--- config.mk ---
export PLATFORM = sky130hd
export DESIGN_NAME = score_seg7_display
export DESIGN_NICKNAME = d
export VERILOG_FILES = /design/src/rtl/score_seg7_display.sv
export SDC_FILE = /design/constraint.sdc
export NUM_CORES = 1
export LEC_CHECK = 0
export CORE_MARGIN = 5
export CORE_UTILIZATION = 50
export DETAILED_ROUTE_END_ITERATION = 16
export PLACE_DENSITY = 0.79
export SETUP_SLACK_MARGIN = 0.4
export SYNTH_ARGS = -nofsm -noshare
export SYNTH_HDL_FRONTEND = slang
export SYNTH_SLANG_ARGS = --single-unit
--- constraint.sdc ---
create_clock -name CLK -period 9.7 [get_ports CLK]
set_clock_uncertainty 0.05 [all_clocks]
set_input_delay 0.97 -clock CLK [delete_from_list [all_inputs] [get_ports CLK]]
set_output_delay 0.97 -clock CLK [all_outputs]
set_load 0.01 [all_outputs]
--- src/rtl/score_seg7_display.sv ---
// score_seg7_display: 4-digit BCD score register with saturation, scanned onto
// the Basys 3 seven-segment display. The scan is paced by the external TICK strobe.
// Optional build macro LEADING_ZERO_BLANK_EN blanks leading zero digits (digit 0 always shown).
module score_seg7_display #(
    parameter int          SCORE_STEP = 1,
    parameter logic [15:0] MAX_SCORE  = 16'h9999
) (
    input  logic        CLK,
    input  logic        RESET,
    input  logic        TICK,
    input  logic        SCORE_INC,
    input  logic        SCORE_CLR,
    output logic [3:0]  SEG_SELECT,
    output logic [7:0]  HEX_OUT,
    output logic [15:0] SCORE,
    output logic        MAX_FLAG
);

    typedef enum logic {ST_BLANK, ST_SHOW} state_t;

    localparam logic [4:0] STEP5 = 5'(SCORE_STEP);

    state_t      r_state;
    state_t      w_state_nx;
    logic [1:0]  r_digit;
    logic [1:0]  w_digit_nx;
    logic        r_armed;
    logic        w_armed_nx;
    logic [15:0] r_score;
    logic [15:0] w_score_nx;
    logic        r_max_flag;
    logic [3:0]  r_seg;
    logic [3:0]  w_seg_nx;
    logic [7:0]  r_hex;
    logic [7:0]  w_hex_nx;

    // Per-nibble decimal add of SCORE_STEP; a carry out of the top digit or a
    // result above the ceiling clamps to MAX_SCORE so the score never wraps.
    function automatic logic [15:0] bcd_add_sat(input logic [15:0] a);
        logic [15:0] s;
        logic [4:0]  n;
        logic        c;
        s = 16'h0000;
        c = 1'b0;
        for (int i = 0; i < 4; i++) begin
            n = {1'b0, a[4*i +: 4]} + ((i == 0) ? STEP5 : 5'd0) + {4'b0000, c};
            if (n > 5'd9) begin
                n = n - 5'd10;
                c = 1'b1;
            end else begin
                c = 1'b0;
            end
            s[4*i +: 4] = n[3:0];
        end
        if (c || (s > MAX_SCORE)) begin
            return MAX_SCORE;
        end
        return s;
    endfunction

    // Active-low segment pattern, dp off; non-decimal nibbles stay dark.
    function automatic logic [7:0] seg_decode(input logic [3:0] v);
        case (v)
            4'd0:    return 8'hC0;
            4'd1:    return 8'hF9;
            4'd2:    return 8'hA4;
            4'd3:    return 8'hB0;
            4'd4:    return 8'h99;
            4'd5:    return 8'h92;
            4'd6:    return 8'h82;
            4'd7:    return 8'hF8;
            4'd8:    return 8'h80;
            4'd9:    return 8'h90;
            default: return 8'hFF;
        endcase
    endfunction

    // Segment pattern for digit d of score s, with optional leading-zero blanking.
    function automatic logic [7:0] digit_hex(input logic [15:0] s, input logic [1:0] d);
        logic [3:0] nib;
        logic       lead_zero;
        case (d)
            2'd0:    begin nib = s[3:0];   lead_zero = 1'b0;            end
            2'd1:    begin nib = s[7:4];   lead_zero = (s[15:4] == 12'h000); end
            2'd2:    begin nib = s[11:8];  lead_zero = (s[15:8] == 8'h00);   end
            default: begin nib = s[15:12]; lead_zero = (s[15:12] == 4'h0);   end
        endcase
`ifdef LEADING_ZERO_BLANK_EN
        if (lead_zero) begin
            return 8'hFF;
        end
`else
        if (lead_zero && 1'b0) begin
            return 8'hFF;
        end
`endif
        return seg_decode(nib);
    endfunction

    // Next score: clear wins over increment; increment saturates at the ceiling.
    always_comb begin
        w_score_nx = r_score;
        if (SCORE_CLR) begin
            w_score_nx = 16'h0000;
        end else if (SCORE_INC) begin
            w_score_nx = bcd_add_sat(r_score);
        end
    end

    // Score and ceiling flag registers; the flag tracks the value being loaded.
    always_ff @(posedge CLK) begin
        if (RESET) begin
            r_score    <= 16'h0000;
            r_max_flag <= 1'b0;
        end else begin
            r_score    <= w_score_nx;
            r_max_flag <= (w_score_nx == MAX_SCORE);
        end
    end

    // Scan next-state and next outputs; outputs are derived from the next state
    // so the registered outputs line up with the state register.
    always_comb begin
        w_state_nx = r_state;
        w_digit_nx = r_digit;
        w_armed_nx = r_armed;
        w_seg_nx   = 4'b1111;
        w_hex_nx   = 8'hFF;
        case (r_state)
            ST_BLANK: begin
                // Out of reset the display stays dark until the first TICK.
                if (r_armed || TICK) begin
                    w_state_nx = ST_SHOW;
                    w_armed_nx = 1'b1;
                end
            end
            default: begin
                if (TICK) begin
                    w_state_nx = ST_BLANK;
                    w_digit_nx = r_digit + 2'd1;
                end
            end
        endcase
        if (w_state_nx == ST_SHOW) begin
            w_seg_nx = ~(4'b0001 << w_digit_nx);
            w_hex_nx = digit_hex(r_score, w_digit_nx);
        end
    end

    // Scan state, digit index and registered display outputs.
    always_ff @(posedge CLK) begin
        if (RESET) begin
            r_state <= ST_BLANK;
            r_digit <= 2'd0;
            r_armed <= 1'b0;
            r_seg   <= 4'b1111;
            r_hex   <= 8'hFF;
        end else begin
            r_state <= w_state_nx;
            r_digit <= w_digit_nx;
            r_armed <= w_armed_nx;
            r_seg   <= w_seg_nx;
            r_hex   <= w_hex_nx;
        end
    end

    assign SEG_SELECT = r_seg;
    assign HEX_OUT    = r_hex;
    assign SCORE      = r_score;
    assign MAX_FLAG   = r_max_flag;

endmodule

# Yosys cells after proc, flatten, opt, wreduce, memory -nomap -nowiden
# Memories as Yosys holds them, arrays and structs flattened. A register that Yosys moved wholly into a read port is not among the register bits.
# Cells that the tools add are included.
dict set report word_totals {
  rom_bits 112
  ff_bits 33
  n_memories 1
  input_bits 5
  word_cells 72
}
dict set report classes {
  add_sub_neg 9
  n_shift 1
  magnitude_cmp 5
  n_reduce_logical 5
  muxes 38
  n_eq_ne 3
  bitwise_logic 3
}
# memory words word_bits rd rd_ports_with_merged_regs wr line_no
set mem_list {}
lappend mem_list {{(no name shown)} 16 7 1 1 0 63} ;# case (v)
# cell n
set ops {}
lappend ops {{16-bit 2-to-1 mux} 4}
lappend ops {{4-bit 2-to-1 mux} 13}
lappend ops {{5-bit by 4-bit greater-than comparator with 1-bit output, second input constant} 4}
lappend ops {{1-bit 2-to-1 mux} 18}
lappend ops {{16-bit == test, second input constant} 1}
lappend ops {{16-bit greater-than comparator, second input constant} 1}
lappend ops {{4-bit subtractor, second input constant} 4}
lappend ops {{4-bit by 1-bit adder with 5-bit output} 3}
lappend ops {{4-bit case mux with 3 select lines} 1}
lappend ops {{4-bit by 1-bit adder with 5-bit output, second input constant} 1}
lappend ops {{2-bit 2-to-1 mux} 2}
lappend ops {{4-bit NOT} 1}
lappend ops {{1-bit by 2-bit << shifter with 4-bit output, first input constant} 1}
lappend ops {{2-bit by 1-bit adder with 2-bit output, second input constant} 1}
lappend ops {{2-bit by 1-bit == test with 1-bit output, second input constant} 1}
lappend ops {{2-bit == test, second input constant} 1}
lappend ops {{2-bit zero test} 1}
lappend ops {{1-bit logical OR} 2}
lappend ops {{1-bit NOT} 2}
lappend ops {{2-bit AND reduction} 1}
lappend ops {{2-bit OR reduction} 1}

# Logic depth before layout (Yosys ltp)
dict set report logic_depth {
  word_depth 29
  ltp_mapped 33
}

# Least setup slack after synthesis
# OpenSTA, ideal clock, no wires.
dict set report synth_path {
  path_kind {reg-to-reg}
  from {register r_score[1], in the netlist SCORE[1]}
  to {register r_score[4], in the netlist SCORE[4]}
  period_less_slack_ps 5865
  stages_incl_launch_ff 33
  path_buffers 5
  t_arrival_ps 5696
  path_slack_ps 3835
  path_cell_list {dfxtp_1 -> clkbuf_2 -> inv_1 -> ha_1 -> buf_2 -> inv_1 -> ha_1 -> nor2b_1 -> o311ai_1 -> a211oi_1 -> ha_1 -> ha_1 -> buf_6 -> or2_2 -> a21o_1 -> nand2_1 -> inv_1 -> ha_1 -> ha_1 -> buf_2 -> nor2b_1 -> nor2b_1 -> o22ai_1 -> nor2b_1 -> ha_1 -> ha_1 -> nand2b_1 -> a21o_1 -> a32oi_1 -> nor3b_1 -> a211oi_2 -> buf_6 -> o221a_2}
}
dict set report synth_between {
  elab_chain_len 28
  word_cells_on_any_way 44
  classes_between {add/sub (8); order compare (5); mux (30); reduce/logical (1)}
}
# item line_no
set synth_lines {}
lappend synth_lines {{start, declared} 29} ;# logic [15:0] r_score;
lappend synth_lines {{start signal, assigned} 116} ;# r_score <= w_score_nx;
lappend synth_lines {{4-bit by 1-bit adder with 5-bit output *} 46} ;# n = {1'b0, a[4*i +: 4]} + ((i == 0) ? STEP5 : 5'd0) + {4'b0000, c};
lappend synth_lines {{5-bit by 4-bit greater-than comparator with 1-bit output} 47} ;# if (n > 5'd9) begin
lappend synth_lines {{1-bit 2-to-1 mux} 47}
lappend synth_lines {{1-bit 2-to-1 mux} 105} ;# end else if (SCORE_INC) begin
lappend synth_lines {{1-bit 2-to-1 mux} 103} ;# if (SCORE_CLR) begin
lappend synth_lines {{4-bit by 1-bit adder with 5-bit output} 46}
lappend synth_lines {{5-bit by 4-bit greater-than comparator with 1-bit output} 47}
lappend synth_lines {{1-bit 2-to-1 mux} 47}
lappend synth_lines {{[... 12 more ...]} -}
lappend synth_lines {{16-bit greater-than comparator} 55} ;# if (c || (s > MAX_SCORE)) begin
lappend synth_lines {{1-bit logical OR} 55}
lappend synth_lines {{1-bit 2-to-1 mux} 55}
lappend synth_lines {{1-bit 2-to-1 mux} 105}
lappend synth_lines {{1-bit 2-to-1 mux} 103}
lappend synth_lines {{16-bit 2-to-1 mux *} 58} ;# return s;
lappend synth_lines {{16-bit 2-to-1 mux *} 105}
lappend synth_lines {{16-bit 2-to-1 mux *} 103}
# Mark *: on every way between the ends. The rest lies on a longest branch, timed or not. The select of a mux whose other input is x is not followed.
# A chain may end at the register's enable or synchronous reset.

# Worst setup path after layout
dict set report layout_path {
  from {register r_score[0], in the netlist SCORE[0]}
  to {register r_score[1], in the netlist SCORE[1]}
}
# The elaborated chain is that of the path after synthesis.

==> run metrics <==
IR drop worst, VDD 0.00005296 V; Cells after DPL 413; # clock sinks 32; fraction of registers with async set/reset 0%; 1st-pass router iterations 4; Hold-fix buffers, CTS 0; Synthesized Nets 361; RSZ-0062 raised after global routing no; WL per Instance 15.09 um; number of cell rows 27; total setup buffers inserted after CTS 0; P_int 0.2138 mW; clock-pin slew on the worst setup and hold paths 0.06 ns; library cells used by synthesis 68; Ys Warns 0; cells taking the most area after synthesis dfxtp_1, ha_1, mux2i_1; RePlAce Congestion 0.8985; final wirelength 6.353 mm; Pwr Total 0.2831 mW; Hold Vio Cnt, Final 0; clock tree buffer depth 2; Gate power share 13.2%; Data required, critical path 9.82 ns; largest stage delay on the critical path 0.62 ns; CP most frequent cell ha_1; Area Growth Syn to Fin 11.30%; startpoint types flip-flop; number of max-cap violations 0; Crit Path Max Fanout 13; Seq. cell area 640.6 um2; pwr dens 91.90 nW/um2; IO Pins 34; initial core utilization 50.89%; H-tree Lvls 2; setup TNS 0 ns; Mapped Cells 340; critical path arrival 6.98 ns; Clk Latency, worst-skew pair 0.28 ns; CTS tree built; proportion of layout cells with a drive suffix above 1 8.883%; critical path class flip-flop to flip-flop; vias in the first global route 2294; Tmin final 6.860 ns; Switching Share 24.49%; Period Utilization, post-route 70.72%; CP Capture Type flip-flop; CTS buffer count 5; crit path buf inv count 3; vias per cell 5.917; first-pass GRT wire length 10.78 mm; part of the power in registers 50.4%; post-synth top area share 23.15%; vias 2491; multi-input logic area 1883 um2; Die ar. 7123 um2; Mapped Area 2768 um2; Rel. slew slack 36.07%; Starting DRT DRC Count 210; post-synth top area cell dfxtp_1; flops & latches, synth 32; Mapped Avg Cell Area 8.140 um2; port bufs 32; post-DP HPWL 4.682 mm; antenna violations before repair 0; final instance area 3080 um2; Nets 369; fillers 492; # diodes 0; Clock power frac 36.4%; Final setup viols 0; CP max-delay cell dfxtp_1; antenna-violating nets left 0; clk root buf clkbuf_8; post-cts resize count 0; EDFF count, synth 0; switching pwr 0.06934 mW; leakage 1.143 nW; post-synthesis sequential area ratio 23.15%; drt drc 0; ys flop type dfxtp_1; worst hold path type flip-flop to flip-flop; overflow left after global routing 0; Slew @ Worst Pin 0.9516 ns; placed cell area 2990 um2; Pins Over Slew Limit 0; core region area 5439 um2; die width 84.40 um; upper clock frequency limit 145.8 MHz; largest net degree at the start of global routing 22; outcome finished clean; gr usage total 18.15%; die height 84.40 um; fin cells 421; Crit path max-delay family adder cells
[power by group through the flow]
| stage | Clock [mW] | Combinational, mW | Sequential (mW) |
|---|---|---|---|
| 6_report | 0.103 | 0.0373 | 0.143 |
| 5_1_grt | 0.112 | 0.0412 | 0.143 |
| 4_1_cts | 0.105 | 0.0374 | 0.143 |
| 3_5_place_dp | 0 | 0.0371 | 0.146 |
| 3_3_place_gp | 0 | 0.0367 | 0.145 |
| 2_1_floorplan | 0 | 0.0268 | 0.144 |
[layout make-up]
type	instances	area share (%)
clock buffer	8	2.924
inverter	15	1.828
multi-input combinational	262	61.13
sequential	32	20.80
tap	72	2.924
timing repair buffer	32	10.40
[stage by stage]
step | util (%) | hold WS, ns | setup WS, ns
detailed placement | 54.98 | 0.4113 | 2.991
floorplan | - | 0.3882 | 3.835
finish | 56.64 | 0.4288 | 2.840
global placement | 54.98 | 0.4031 | 3.225
global route | 56.64 | 0.4755 | 2.211
CTS | 56.64 | 0.4265 | 2.940
[path summary, 6_finish.rpt]
kind	slack [ns]	cells after the start	start	end
max	2.84	28	SCORE[0]$_SDFF_PP0_	SCORE[1]$_SDFF_PP0_
min reg2reg	0.43	2	r_armed$_SDFFE_PP0P_	r_armed$_SDFFE_PP0P_
max reg2reg	2.84	28	SCORE[0]$_SDFF_PP0_	SCORE[1]$_SDFF_PP0_
min	0.43	2	r_armed$_SDFFE_PP0P_	r_armed$_SDFFE_PP0P_
[cell families (layout without fill, tap and decap cells)]
family          count (synthesis)  count (layout)  synth area share, %
simple gates                  126             126                25.14
compound gates                 86              86                21.84
buf+inv                        46              55                8.815
flops                          32              32                23.15
mux                            26              26                11.48
fa+ha+maj                      16              16                7.233
xor+xnor                        7               7                2.215
other cells                     1               1               0.1355
[metal layers]
metal	up-vias	share of wire (%)	track usage, %
met5	-	0	0
met4	0	2.4	6.763
met3	16	5.1	4.122
met2	78	48	30.06
met1	1146	45	23.05
li1	1251	-	-
[cells in the final DEF (no fill, tap or decap), types with 7 or more instances in the layout]
cell and instances:
a21oi_1 18, nand3_1 8, clkdlybuf4s50_1 32, nor3_1 8
nand2b_1 13, nand2_1 23, o21ai_0 18, nor2b_1 8
inv_1 14, nor2_1 23, dfxtp_1 32, nand3b_1 7
mux2i_1 16, ha_1 16
[flip-flops by register name, indices dropped and copies added (netlist names)]
| signal | cells |
|---|---|
| SCORE | 16 |
| r_state | 1 |
| SEG_SELECT | 4 |
| r_armed | 1 |
| r_digit | 2 |
| HEX_OUT | 7 |
| MAX_FLAG | 1 |
[cells in the mapped netlist (3+ instances only)]
cell       instances
nand3b_1           7
and3_1             5
and2_1             6
mux2i_1           16
nand4_1            3
nor2b_1            8
mux4_2             4
o22ai_1            3
a21oi_1           18
dfxtp_1           32
buf_2              9
buf_6              5
o21ai_0           18
xnor2_1            5
o21a_1             6
nand2b_1          13
nand3_1            8
a2bb2oi_1          4
or2_2              5
nor3_1             8
mux2_2             6
buf_4              3
o221a_2            4
a31oi_1            5
nor3b_1            5
inv_1             14
clkbuf_1          11
nand2_1           23
ha_1              16
nor2_1            23
[worst reg2reg max path, delay by kind of cell, from the launching register on]
kind	cells	cell delay [ns]
buffers and inverters	3	0.28
flip-flops	1	0.62
AND/OR/NAND/NOR	8	1.11
AO/OA/AOI/OAI	9	2.21
adder cells (fa/ha/maj)	8	2.50
Power figures use the tool's default switching activity.
